File: config.mk
export PLATFORM = sky130hd
export DESIGN_NAME = pix_fifo_writer
export DESIGN_NICKNAME = d
export VERILOG_FILES = /design/src/rtl/pix_fifo_writer.sv
export SDC_FILE = /design/constraint.sdc
export NUM_CORES = 1
export LEC_CHECK = 0
export BUFFER_PORTS_ARGS = -buffer_cell sky130_fd_sc_hd__buf_2
export CAP_MARGIN = 0
export CORE_MARGIN = 2
export CORE_UTILIZATION = 55
export DETAILED_ROUTE_END_ITERATION = 8
export MAX_ROUTING_LAYER = met4
export PLACE_DENSITY = 0.86
export SLEW_MARGIN = 20
export SYNTH_ARGS = -nofsm -noshare
export SYNTH_HDL_FRONTEND = slang
export SYNTH_SLANG_ARGS = --single-unit
File: constraint.sdc
create_clock -name clk -period 2.74 [get_ports clk]
set_clock_uncertainty 0.1 [all_clocks]
set_input_delay 0.274 -clock clk [delete_from_list [all_inputs] [get_ports clk]]
set_output_delay 0.274 -clock clk [all_outputs]
set_load 0.005 [all_outputs]
File: src/rtl/pix_fifo_writer.sv
`default_nettype none
// ============================================================================
// Module   : pix_fifo_writer
// Purpose  : Frames a raw 12-bit pixel stream for the dual-bank word FIFO.
//            Each frame is written as a header word, one zero-extended word
//            per accepted pixel, then a 3-word trailer (pixel count low,
//            pixel count high, 16-bit checksum). Words are offered through a
//            trigger/done handshake. FIFO stalls are absorbed by a small
//            pixel queue; pixels arriving while the queue is full are
//            dropped and flagged.
// Ports    : clk, rst                  clock, synchronous active-high reset
//            pix_frame_start_i         1-cycle frame start pulse
//            pix_frame_end_i           1-cycle frame end pulse
//            pix_valid_i, pix_data_i   pixel strobe and 12-bit value
//            w_trigger_o, w_data_o     registered word offer to the FIFO
//            w_done_i                  FIFO accepted the offered word
//            busy_o                    frame in progress (state != IDLE)
//            overflow_o                sticky pixel-drop flag for the frame
//            frame_count_o             completed frames, wraps at 2^16
// Revision : 1.0  initial release
// ============================================================================
module pix_fifo_writer #(
    parameter int          D   = 2,
    parameter logic [15:0] HDR = 16'hA5F0
) (
    input  logic        clk,
    input  logic        rst,
    input  logic        pix_frame_start_i,
    input  logic        pix_frame_end_i,
    input  logic        pix_valid_i,
    input  logic [11:0] pix_data_i,
    output logic        w_trigger_o,
    output logic [15:0] w_data_o,
    input  logic        w_done_i,
    output logic        busy_o,
    output logic        overflow_o,
    output logic [15:0] frame_count_o
);

    localparam int         DEPTH  = 1 << D;
    localparam logic [D:0] C_FULL = (D + 1)'(DEPTH);

    typedef enum logic [2:0] {
        ST_IDLE   = 3'd0,
        ST_HDR    = 3'd1,
        ST_PIX    = 3'd2,
        ST_CNT_LO = 3'd3,
        ST_CNT_HI = 3'd4,
        ST_SUM    = 3'd5
    } state_t;

    // ------------------------------------------------------------------
    // Registers
    // ------------------------------------------------------------------
    state_t      state_q,    state_d;
    logic        trig_q,     trig_d;
    logic [15:0] data_q,     data_d;
    logic        end_seen_q, end_seen_d;
    logic        ovf_q,      ovf_d;
    logic [15:0] fcnt_q,     fcnt_d;
    logic [31:0] pcnt_q,     pcnt_d;
    logic [15:0] sum_q,      sum_d;

    // Pixel queue: circular buffer with occupancy counter
    logic [11:0] mem_q [DEPTH];
    logic [D-1:0] wr_ptr_q, wr_ptr_d;
    logic [D-1:0] rd_ptr_q, rd_ptr_d;
    logic [D:0]   qcnt_q,   qcnt_d;

    // ------------------------------------------------------------------
    // Handshake and queue control
    // ------------------------------------------------------------------
    logic consume;
    logic out_free;
    logic take_start;
    logic in_window;
    logic q_empty;
    logic q_full;
    logic load;
    logic pop;
    logic push_req;
    logic push;
    logic drop;

    always_comb begin
        consume  = trig_q & w_done_i;
        out_free = ~trig_q | consume;

        // A start is taken from IDLE, or on the cycle the checksum word of
        // the previous frame is consumed (back-to-back frames).
        take_start = pix_frame_start_i &
                     ((state_q == ST_IDLE) | ((state_q == ST_SUM) & consume));

        // Pixels are accepted from the start cycle through the end cycle.
        in_window = take_start |
                    (((state_q == ST_HDR) | (state_q == ST_PIX)) & ~end_seen_q);

        q_empty = (qcnt_q == '0);
        q_full  = (qcnt_q == C_FULL);

        // While the header is pending the output register is only freed by
        // consuming it; in PIX an idle output register is free as well.
        load = 1'b0;
        if (state_q == ST_HDR) begin
            load = consume;
        end else if (state_q == ST_PIX) begin
            load = out_free;
        end

        pop      = load & ~q_empty;
        push_req = in_window & pix_valid_i;
        // A simultaneous pop makes room even when the queue is full.
        push     = push_req & (~q_full | pop);
        drop     = push_req & ~push;
    end

    // ------------------------------------------------------------------
    // Frame FSM and output word register
    // ------------------------------------------------------------------
    always_comb begin
        state_d    = state_q;
        trig_d     = trig_q;
        data_d     = data_q;
        end_seen_d = end_seen_q;
        fcnt_d     = fcnt_q;

        case (state_q)
            ST_IDLE: begin
                if (take_start) begin
                    state_d    = ST_HDR;
                    trig_d     = 1'b1;
                    data_d     = HDR;
                    end_seen_d = pix_frame_end_i;
                end
            end

            ST_HDR, ST_PIX: begin
                if (in_window && pix_frame_end_i) begin
                    end_seen_d = 1'b1;
                end
                if (load) begin
                    if (pop) begin
                        state_d = ST_PIX;
                        trig_d  = 1'b1;
                        data_d  = {4'h0, mem_q[rd_ptr_q]};
                    end else if (end_seen_q) begin
                        // end_seen_q means no more pixels can arrive, so an
                        // empty queue here means every pixel has been sent.
                        state_d = ST_CNT_LO;
                        trig_d  = 1'b1;
                        data_d  = pcnt_q[15:0];
                    end else begin
                        state_d = ST_PIX;
                        trig_d  = 1'b0;
                    end
                end
            end

            ST_CNT_LO: begin
                if (consume) begin
                    state_d = ST_CNT_HI;
                    data_d  = pcnt_q[31:16];
                end
            end

            ST_CNT_HI: begin
                if (consume) begin
                    state_d = ST_SUM;
                    data_d  = sum_q;
                end
            end

            ST_SUM: begin
                if (consume) begin
                    fcnt_d = fcnt_q + 16'd1;
                    if (take_start) begin
                        state_d    = ST_HDR;
                        trig_d     = 1'b1;
                        data_d     = HDR;
                        end_seen_d = pix_frame_end_i;
                    end else begin
                        state_d = ST_IDLE;
                        trig_d  = 1'b0;
                    end
                end
            end

            default: begin
                state_d = ST_IDLE;
                trig_d  = 1'b0;
            end
        endcase
    end

    // ------------------------------------------------------------------
    // Pixel count, checksum and overflow
    // ------------------------------------------------------------------
    always_comb begin
        pcnt_d = pcnt_q;
        sum_d  = sum_q;
        ovf_d  = ovf_q;

        if (take_start) begin
            // Queue is empty on a start cycle, so the start pixel never drops.
            pcnt_d = push ? 32'd1 : 32'd0;
            sum_d  = push ? {4'h0, pix_data_i} : 16'd0;
            ovf_d  = 1'b0;
        end else begin
            if (push) begin
                pcnt_d = (pcnt_q == 32'hFFFF_FFFF) ? pcnt_q : pcnt_q + 32'd1;
                sum_d  = sum_q + {4'h0, pix_data_i};
            end
            if (drop) begin
                ovf_d = 1'b1;
            end
        end
    end

    // ------------------------------------------------------------------
    // Queue pointers
    // ------------------------------------------------------------------
    always_comb begin
        wr_ptr_d = push ? wr_ptr_q + 1'b1 : wr_ptr_q;
        rd_ptr_d = pop  ? rd_ptr_q + 1'b1 : rd_ptr_q;
        qcnt_d   = qcnt_q;
        case ({push, pop})
            2'b10:   qcnt_d = qcnt_q + 1'b1;
            2'b01:   qcnt_d = qcnt_q - 1'b1;
            default: qcnt_d = qcnt_q;
        endcase
    end

    always_ff @(posedge clk) begin
        if (rst) begin
            state_q    <= ST_IDLE;
            trig_q     <= 1'b0;
            data_q     <= 16'd0;
            end_seen_q <= 1'b0;
            ovf_q      <= 1'b0;
            fcnt_q     <= 16'd0;
            pcnt_q     <= 32'd0;
            sum_q      <= 16'd0;
            wr_ptr_q   <= '0;
            rd_ptr_q   <= '0;
            qcnt_q     <= '0;
        end else begin
            state_q    <= state_d;
            trig_q     <= trig_d;
            data_q     <= data_d;
            end_seen_q <= end_seen_d;
            ovf_q      <= ovf_d;
            fcnt_q     <= fcnt_d;
            pcnt_q     <= pcnt_d;
            sum_q      <= sum_d;
            wr_ptr_q   <= wr_ptr_d;
            rd_ptr_q   <= rd_ptr_d;
            qcnt_q     <= qcnt_d;
        end
    end

    // Queue storage needs no reset: occupancy is tracked by the pointers.
    always_ff @(posedge clk) begin
        if (push) begin
            mem_q[wr_ptr_q] <= pix_data_i;
        end
    end

    // ------------------------------------------------------------------
    // Outputs
    // ------------------------------------------------------------------
    assign w_trigger_o   = trig_q;
    assign w_data_o      = data_q;
    assign busy_o        = (state_q != ST_IDLE);
    assign overflow_o    = ovf_q;
    assign frame_count_o = fcnt_q;

endmodule
`default_nettype wire

==> reports/summary.txt <==
CRITICAL PATH
-------------------------------------------------------------------------------
Startpoint type of the worst setup path                                register
Critical Path, Cell by Cell                                        nor4b_2 > a211oi_4 > a211oi_1 > a22oi_1 > o31a_1 > nor3_1
Launch point of the worst reg-to-reg path                          w_trigger_o$_SDFFE_PP0P_
Max incr delay on CP                                                    0.98 ns
Slack of the worst reg-to-reg path                                      0.05 ns
Worst setup path category                                          register to register
Depth of the worst register-to-register path                                  6
Launch point of the critical path                                  w_trigger_o$_SDFFE_PP0P_
RR Endpoint                                                        sum_q[6]$_SDFFE_PP0P_
Arrival time at the worst endpoint                                      2.94 ns
Slowest library cell on the worst path                                 a211oi_1
Biggest fanout along the worst timing path                                    9
Worst path required time                                                2.99 ns
Critical Path Sink Type                                                register
Worst setup endpoint                                               sum_q[6]$_SDFFE_PP0P_

STA
-------------------------------------------------------------------------------
Final critical path time including I/O delays and setup                2.691 ns
Final critical-path share of the clock period                            98.22%
Unrepaired setup endpoints after global routing                              no
Headroom to the max-slew limit                                           19.31%
Max-slew violation count                                                      0
Accumulated negative setup slack                                           0 ns
Number of endpoints with negative hold slack in the final report              0
Worst-case hold slack                                               0.005354 ns
Transition time at the pin with the least slew margin                  1.203 ns
Peak clock frequency supported by timing                              371.6 MHz
Final number of setup-violating endpoints                                     0

FINISH
-------------------------------------------------------------------------------
P&R area growth vs syn                                                   17.65%
Number of antenna cells inserted                                              0
Fraction of layout cells with a size suffix above 1                      18.83%
Commonest non-fill, non-tap cells in the layout                    93 x dfxtp_1, 76 x nand2_1, 57 x nor2_1, 57 x a21oi_1, 52 x buf_2
Most common library cell in the layout ignoring fill and taps           dfxtp_1
Final Net Count                                                             843
Fillers                                                                     981
Non-filler cells, final                                                     990

LOGIC SYNTHESIS
-------------------------------------------------------------------------------
Nets in the synthesized netlist                                             775
Post-synthesis cell type with the largest combined area                 dfxtp_1
Area of the mapped netlist                                           7204 sq um
Area share of the leading cell type in the synthesized netlist           26.40%
Yosys reg bits                                                              143
Top flip-flop cell by instance count after synthesis                    dfxtp_1
Async SR Flop Fraction                                                       0%
Unique masters post-synth                                                    73
Sequential area share after synthesis                                    46.41%
Ranking of synthesized cells by area                               dfxtp_1 26%, edfxtp_1 20%, a21oi_1 4.0%
Gate count after technology mapping                                         737
Ys Warns                                                                      0
Post-synth EDFFs                                                             48
Average size of a mapped cell                                       9.775 sq um

PLACEMENT
-------------------------------------------------------------------------------
Count of buffers from port buffering                                         52
Post-detail-place hpwl                                             13,300 microns
Number of placed instances, taps included                                   951
Final weighted congestion of routability-driven global placement         0.9582

DRT
-------------------------------------------------------------------------------
First DRT Iteration DRCs                                                    992
Detail-routed via count per cell                                          6.671
Number of remaining DRC errors                                                0
Pre-antenna DRT Iters                                                         6
Overall via count from detail_route                                       6,604
Antenna Nets Post-Route                                                       0
Final routed wirelength across all metal layers                    20,140 microns
Mean routed wirelength per cell                                    20.35 microns

POWER
-------------------------------------------------------------------------------
Power per cell area                                                907.5 nW/um^2
IR Drop Worst-Case VDD                                                0.7731 mV
Leakage power figure                                                   3.000 nW

GLOBAL ROUTE
-------------------------------------------------------------------------------
Aggregate global-route resource usage                                    29.47%
Wire length of the first global-routing pass                       31,840 microns
Antenna violations before repair                                              0
Maximum number of pins on one net before global-route repair                 49
Remaining global-route overflow                                               0
Vias in the first global route                                            6,219

CLOCK NETWORK
-------------------------------------------------------------------------------
Maximum clock path buffer count                                               2
TritonCTS clock tree                                                      built
Insertion delay to the later sink of the worst-skew pair                0.43 ns
Number of levels the H-tree was split into                                    4
Cell chosen for the clock root                                        clkbuf_16
Sinks on Clock Net                                                          143
Total clock buffers created by CTS                                           17
Worst-path clk slew                                                     0.06 ns
Hold-fix buffers at CTS                                                       0

DIE
-------------------------------------------------------------------------------
Row cnt                                                                      41
Die X                                                              118.5 microns
Floorplan die area                                                 14,030 sq um
Area of the core region                                            12,720 sq um
Io pins                                                                      53
Die span in y                                                      118.5 microns
Starting density of the core                                             56.63%

FLOW RUN
-------------------------------------------------------------------------------
Max Cap Violations                                                            0

HOLD PATH
-------------------------------------------------------------------------------
Path type of the worst min-delay path                              input port to register

STATUS
-------------------------------------------------------------------------------
Run status                                                         complete, no violations

-- flip-flops by register name (all words and copies together), names as in the netlist, named ones only --
register	flops
mem_q	48
pcnt_q	32
frame_count_o	16
sum_q	16
w_data_o	16
qcnt_q	3
state_q	3
rd_ptr_q	2
wr_ptr_q	2
end_seen_q	1
overflow_o	1
w_trigger_o	1
-- critical path, delay by kind of cell (launching register included) --
kind / cells / cell delay, ns
AND/OR/NAND/NOR: 2 / 0.64
flip-flops: 1 / 0.39
AO/OA/AOI/OAI: 4 / 1.48
-- metrics by stage --
step | cell area, sq um | utilization (%) | power, W | setup WS, ns
floorplan | 7204 | - | 0.004200 | 0.05537
global placement | 7735 | 60.80 | 0.004777 | 0.2162
global route | 8476 | 66.62 | 0.007987 | 0.003410
CTS | 8394 | 65.98 | 0.007488 | 0.008145
detailed placement | 7735 | 60.80 | 0.004885 | 0.1116
finish | 8476 | 66.62 | 0.007691 | 0.04866
-- area by class of cell --
class / count / area (sq um) / share of cell area (%)
Multi-Input combinational cell: 536 / 3654 / 43.11
Sequential cell: 143 / 3346 / 39.47
Timing Repair Buffer: 88 / 530.5 / 6.259
Clock buffer: 17 / 425.4 / 5.019
Clock inverter: 15 / 234.0 / 2.761
Tap cell: 172 / 215.2 / 2.539
Inverter: 19 / 71.32 / 0.8415
-- repair_timing --
item | in CTS | in global routing
gates resized for setup | 0 | 6
setup endpoints to repair | 0 | 5
setup buffers | 0 | 6
-- power breakdown --
group	internal [W]	switching, W
clock	0.00163	0.000943
sequential	0.00247	0.000227
combinational	0.000956	0.00147
-- cells in the mapped netlist (8+ instances only) --
cell type,instances
mux4_2,12
ha_1,18
o21ai_0,34
or3_1,26
xnor2_1,17
a22oi_1,15
clkbuf_1,24
buf_2,9
and2_1,10
nand4_1,16
nand3_1,22
xor2_1,8
o2111ai_1,8
nand2_1,76
a21oi_1,57
nor3_1,17
o31ai_1,10
or4_1,8
edfxtp_1,48
inv_1,18
nor2_1,58
dfxtp_1,95
-- logic make-up (layout without fill, tap and decap cells) --
kind of cell | Yosys count | in the layout | share of synthesized area (%)
AOI/OAI and AO/OA | 203 | 204 | 19.71
muxes | 20 | 20 | 4.932
DFF | 143 | 143 | 46.40
adders and majority gates | 20 | 20 | 3.682
and+or+nand+nor | 267 | 267 | 18.79
buffers and inverters | 59 | 139 | 3.438
xor gates and xnor gates | 25 | 25 | 3.039
-- routing by layer --
metal  wire length, microns  global-route usage, %  up-vias  share of wire [%]
li1                       -                      -     2922                  -
met1                   7629                  36.02     3152                 38
met2                   9717                  47.11      435                 48
met3                   1940                  6.564       95                9.6
met4                    856                  12.87        0                4.2
met5                      0                      -        -                  0
-- worst min-delay path by stage --
stage	start	to	slack (ns)	cells after the start
5_1_grt	pix_data_i[4]	mem_q[2][4]$_DFFE_PP_	0.02	1
6_report	pix_data_i[7]	mem_q[3][7]$_DFFE_PP_	0.005	1
3_3_place_gp	w_data_o[14]$_SDFFE_PP0P_	w_data_o[14]$_SDFFE_PP0P_	0.35	1
2_1_floorplan	pix_data_i[0]	mem_q[0][0]$_DFFE_PP_	0.27	0
4_1_cts	pix_data_i[4]	mem_q[2][4]$_DFFE_PP_	0.003	1
3_5_place_dp	w_data_o[14]$_SDFFE_PP0P_	w_data_o[14]$_SDFFE_PP0P_	0.35	1
Power figures use the tool's default switching activity.
